[config.mk]
export PLATFORM = sky130hd
export DESIGN_NAME = add_sub_flat
export DESIGN_NICKNAME = d
export VERILOG_FILES = /design/src/rtl/add_sub_pkg.sv /design/src/rtl/add_sub_if.sv /design/src/rtl/add_sub_full_adder.sv /design/src/rtl/add_sub.sv /design/src/flat_wrapper.sv
export SDC_FILE = /design/constraint.sdc
export NUM_CORES = 1
export LEC_CHECK = 0
export ABC_AREA = 1
export BUFFER_PORTS_ARGS = -buffer_cell sky130_fd_sc_hd__buf_2
export CAP_MARGIN = 40
export CORE_AREA = 5 5 42 44
export DETAILED_ROUTE_END_ITERATION = 7
export DIE_AREA = 0 0 47 49
export PLACE_DENSITY = 0.69
export SETUP_SLACK_MARGIN = 0.02
export SLEW_MARGIN = 30
export SYNTH_ARGS = -nofsm -noshare
export SYNTH_HDL_FRONTEND = slang
export SYNTH_SLANG_ARGS = --single-unit
[constraint.sdc]
create_clock -name clk -period 0.8 [get_ports clk]
set_clock_uncertainty 0.15 [all_clocks]
set_input_delay 0.12 -clock clk [delete_from_list [all_inputs] [get_ports clk]]
set_output_delay 0.12 -clock clk [all_outputs]
set_load 0.01 [all_outputs]
[src/rtl/add_sub_pkg.sv]
// rtl/add_sub_pkg.sv - shared width default and mode constants for add_sub
package add_sub_pkg;

    localparam int ADD_SUB_WIDTH_DEF = 4;

    localparam logic MODE_ADD = 1'b0;
    localparam logic MODE_SUB = 1'b1;

endpackage : add_sub_pkg

[src/rtl/add_sub_if.sv]
// rtl/add_sub_if.sv - operand/result bundle for add_sub; ovf exists only with ADD_SUB_OVERFLOW_EN
interface add_sub_if
    import add_sub_pkg::*;
#(
    parameter int N = ADD_SUB_WIDTH_DEF
);

    logic [N-1:0] a;
    logic [N-1:0] b;
    logic         cin;
    logic [N-1:0] s;
    logic [N:0]   c;
`ifdef ADD_SUB_OVERFLOW_EN
    logic         ovf;

    modport master (output a, output b, output cin, input s, input c, input ovf);
    modport slave  (input a, input b, input cin, output s, output c, output ovf);
`else
    modport master (output a, output b, output cin, input s, input c);
    modport slave  (input a, input b, input cin, output s, output c);
`endif

endinterface : add_sub_if

[src/rtl/add_sub_full_adder.sv]
// rtl/add_sub_full_adder.sv - one-bit full adder cell of the ripple chain
module full_adder (
    input  logic a,
    input  logic b,
    input  logic ci,
    output logic s,
    output logic co
);

    assign s  = a ^ b ^ ci;
    assign co = (a & b) | (ci & (a ^ b));

endmodule : full_adder

[src/rtl/add_sub.sv]
// rtl/add_sub.sv - registered N-bit ripple adder/subtractor exporting its carry chain
// Signed overflow output and register are built only with ADD_SUB_OVERFLOW_EN.
module add_sub
    import add_sub_pkg::*;
#(
    parameter int N = ADD_SUB_WIDTH_DEF
) (
    input  logic     clk,
    input  logic     rst_n,
    add_sub_if.slave bus
);

    logic [N-1:0] b_eff;
    logic [N:0]   carry;
    logic [N-1:0] sum;

    logic [N-1:0] s_d, s_q;
    logic [N:0]   c_d, c_q;

    // Subtract is a + ~b + 1: the mode bit doubles as the carry into bit 0.
    assign b_eff    = (bus.cin == MODE_SUB) ? ~bus.b : bus.b;
    assign carry[0] = bus.cin;

    for (genvar i = 0; i < N; i++) begin : g_chain
        full_adder u_fa (
            .a  (bus.a[i]),
            .b  (b_eff[i]),
            .ci (carry[i]),
            .s  (sum[i]),
            .co (carry[i+1])
        );
    end

    always_comb begin
        s_d = sum;
        c_d = carry;
    end

    always_ff @(posedge clk or negedge rst_n) begin
        if (!rst_n) begin
            s_q <= '0;
            c_q <= '0;
        end else begin
            s_q <= s_d;
            c_q <= c_d;
        end
    end

    assign bus.s = s_q;
    assign bus.c = c_q;

`ifdef ADD_SUB_OVERFLOW_EN
    logic ovf_d, ovf_q;

    always_comb begin
        ovf_d = carry[N] ^ carry[N-1];
    end

    always_ff @(posedge clk or negedge rst_n) begin
        if (!rst_n) begin
            ovf_q <= 1'b0;
        end else begin
            ovf_q <= ovf_d;
        end
    end

    assign bus.ovf = ovf_q;
`endif

endmodule : add_sub

[src/flat_wrapper.sv]
// flat-port wrapper written by rule: the top's interface ports become plain ports
module add_sub_flat import add_sub_pkg::*;
#(
    parameter int N = ADD_SUB_WIDTH_DEF
)
  (clk, rst_n, bus_a, bus_b, bus_cin, bus_s, bus_c);
  add_sub_if #(.N(N)) bus_i ();
  input  logic clk;
  input  logic rst_n;
  input wire logic [$bits(bus_i.a)-1:0] bus_a;
  input wire logic [$bits(bus_i.b)-1:0] bus_b;
  input wire logic [$bits(bus_i.cin)-1:0] bus_cin;
  output wire logic [$bits(bus_i.s)-1:0] bus_s;
  output wire logic [$bits(bus_i.c)-1:0] bus_c;
  assign bus_i.a = bus_a;
  assign bus_i.b = bus_b;
  assign bus_i.cin = bus_cin;
  assign bus_s = bus_i.s;
  assign bus_c = bus_i.c;
  add_sub #(.N(N)) u_core (.clk(clk), .rst_n(rst_n), .bus(bus_i));
endmodule
==> flow_metrics.tcl <==
set metrics [dict create \
    p_clk_frac 0.275 \
    worstPathCellList "buf_12, inv_16, nand2_8, nand2_4, fa_2, fa_2, fa_1, inv_1" \
    post-route-drc-count 0 \
    post-place-ws_ns -1.23 \
    rsz0062_at_grt "true" \
    max_freq_mhz 615 \
    overflow 0 \
    start_kind "input port" \
    grt_pass1_vias 409 \
    synth.avg_cell_area_um2 9.21 \
    status "finished with violations" \
    finalHoldViolations 2 \
    cts_root_buf "clkbuf_4" \
    clkTransAtPathRegs_ns 0.06 \
    fillers 140 \
    cpMostUsedCell "fa_2" \
    wl_um 839 \
    grt_usage 0.101 \
    cp-end-kind "register" \
    synth.distinct_cells 5 \
    critical_path.top_delay_family "adder cells" \
    synth_fp_nets 58 \
    fin_tns_setup_ns -4.54 \
    p_switching_uw 319 \
    worst_hold_slack_ns -0.0639 \
    hold_class "in -> reg" \
    ys.warnings.count 0 \
    yosysSeqAreaShare 0.556 \
    cts_tree "done" \
    drtPass1Iterations 2 \
    gp_congestion 0.673 \
    synthCells 44 \
    cts_buffer_depth 2 \
    crit_type "in -> reg" \
    switching_share 0.267 \
    hold_buffers 1 \
    arrival_ns 1.62 \
    leakage_nw 0.406 \
    fin_crit_ns 1.63 \
    drv_slew 0 \
    crit_fanout 3 \
    maxSlewHeadroom 0.876 \
    grt_start_max_net_pins 10 \
    path_buf_inv 3 \
    grt_antenna_before_repair 0 \
    final_layout_size_suffix_gt1_frac 0.571 \
    port_buffers 19 \
    diodes 0 \
    cpPeakStageDelay_ns 0.49 \
    power_frac_seq 0.441 \
    ant_nets 0 \
    die-area_mm2 0.00230 \
    syn_to_final_growth_pct 75.0 \
    power_density_mw_per_mm2 1680 \
    setup_violations 14 \
    yosys_register_bits 9 \
    wl_per_cell_um 9.02 \
    peakVddDrop_mv 0.681 \
    design_area_um2 709 \
    die-width_um 47 \
    drv_cap 0 \
    rows 14 \
    fin_nets 92 \
    tightest_slew_ns 0.186 \
    power_mw 1.19 \
    worst_slack_ns -0.827 \
    cts.sinks 9 \
    cp_slowest_cell "fa_1" \
    p_int_uw 876 \
    netlist.area_leader.share 0.556 \
    grt_first_pass_wirelength_um 1610 \
    cts_made_buffers 3 \
    vias_per_cell 3.76 \
    yosysTopAreaCell "dfrtp_1" \
    start_util 0.289 \
    synth_area_leaders "dfrtp_1 56%, nand2_1 16%, fa_1 15%" \
    place_area_um2 594 \
    combPwrFrac 0.283 \
    netlist_area_um2 405 \
    htreeDepth 1 \
    final.period_utilization 2.03 \
    core_area_mm2 0.00140 \
    die_y_um 49 \
    dr_total_vias 350 \
    io_pins 20 \
    violations "negative hold slack, negative setup slack" \
    crit_required_ns 0.80 \
    drt-initial-drc-count 4 \
    hpwl_um 702 \
]
## worst paths after layout
check,startpoint,to,slack (ns),depth (start not counted)
setup / recovery,bus_cin,u_core.bus.s[3],-0.83,8
hold / removal,bus_b[0],u_core.bus.s[0],-0.06,3
max in group asynchronous,rst_n,u_core.bus.s[2],0.24,2
min in group asynchronous,rst_n,u_core.bus.c[0],0.10,2
## layout by cell type (no fill, tap or decap)
cell            n
dfrtp_1         9
nand2_1        12
buf_6           2
inv_16          1
inv_2           4
fa_1            1
inv_4           1
clkbuf_1        1
nand2_8         1
dlygate4sd3_1   1
inv_1           9
nand2_2         3
clkbuf_4        3
buf_2          15
buf_12          1
fa_2            2
nand2_4         1
buf_4          10
## tightest hold or removal path: cells and delay by family
kind | cells | cell delay [ns]
buffers and inverters | 1 | 0.08
and+or+nand+nor | 2 | 0.10
## state kept, by name, summed over array words and instances (netlist names)
register      flops
u_core.bus.s      4
u_core.bus.c      5
## per-layer routing
metal,vias up,GRT usage,share of wire
li1,185,-,-
met1,150,0.0872,0.31
met3,2,0.0221,0.075
met4,0,0.115,0.024
met5,-,0,0
met2,13,0.163,0.59
## through the flow
| step | std cells | hold WS [ns] | utilization |
|---|---|---|---|
| 5_1_grt | 93 | -0.0544 | 0.506 |
| 6_report | 93 | -0.0639 | 0.506 |
| 3_5_place_dp | 84 | -0.176 | 0.424 |
| 2_1_floorplan | 44 | -0.326 | - |
| 4_1_cts | 91 | -0.0894 | 0.484 |
| 3_3_place_gp | 84 | -0.181 | 0.424 |
## synth_stat cells
master   number
inv_2         1
dfrtp_1       9
nand2_1      17
fa_1          3
inv_1        14
## what timing repair did
item,4_1_cts,5_1_grt
setup buffers,2,2
setup endpoints to repair,15,15
cloned,0,0
resized for setup,9,4
hold endpoints to repair,11,2
## power groups by stage
| stage | clock, mW | combinational, mW | sequential [mW] |
|---|---|---|---|
| final | 0.329 | 0.339 | 0.527 |
| after global routing | 0.368 | 0.385 | 0.536 |
| after CTS | 0.349 | 0.321 | 0.529 |
| after detailed placement | 0 | 0.286 | 0.537 |
| after global placement | 0 | 0.271 | 0.535 |
| after floorplan | 0 | 0.0978 | 0.575 |
## cells by family after synthesis
family / count (synthesis) / share of synthesized area
fa+ha+maj: 3 / 0.148
buf+inv: 15 / 0.139
flops: 9 / 0.556
simple gates: 17 / 0.157
## area by class of cell
| cell class | count | area, µm² | area share |
|---|---|---|---|
| Sequential cell | 9 | 225 | 0.317 |
| Timing Repair Buffer | 29 | 203 | 0.286 |
| Multi-Input combinational cell | 20 | 160 | 0.226 |
| Inverter | 15 | 75.1 | 0.106 |
| Clock buffer | 4 | 26.3 | 0.0370 |
| Tap cell | 16 | 20.0 | 0.0282 |
Power figures use the tool's default switching activity.
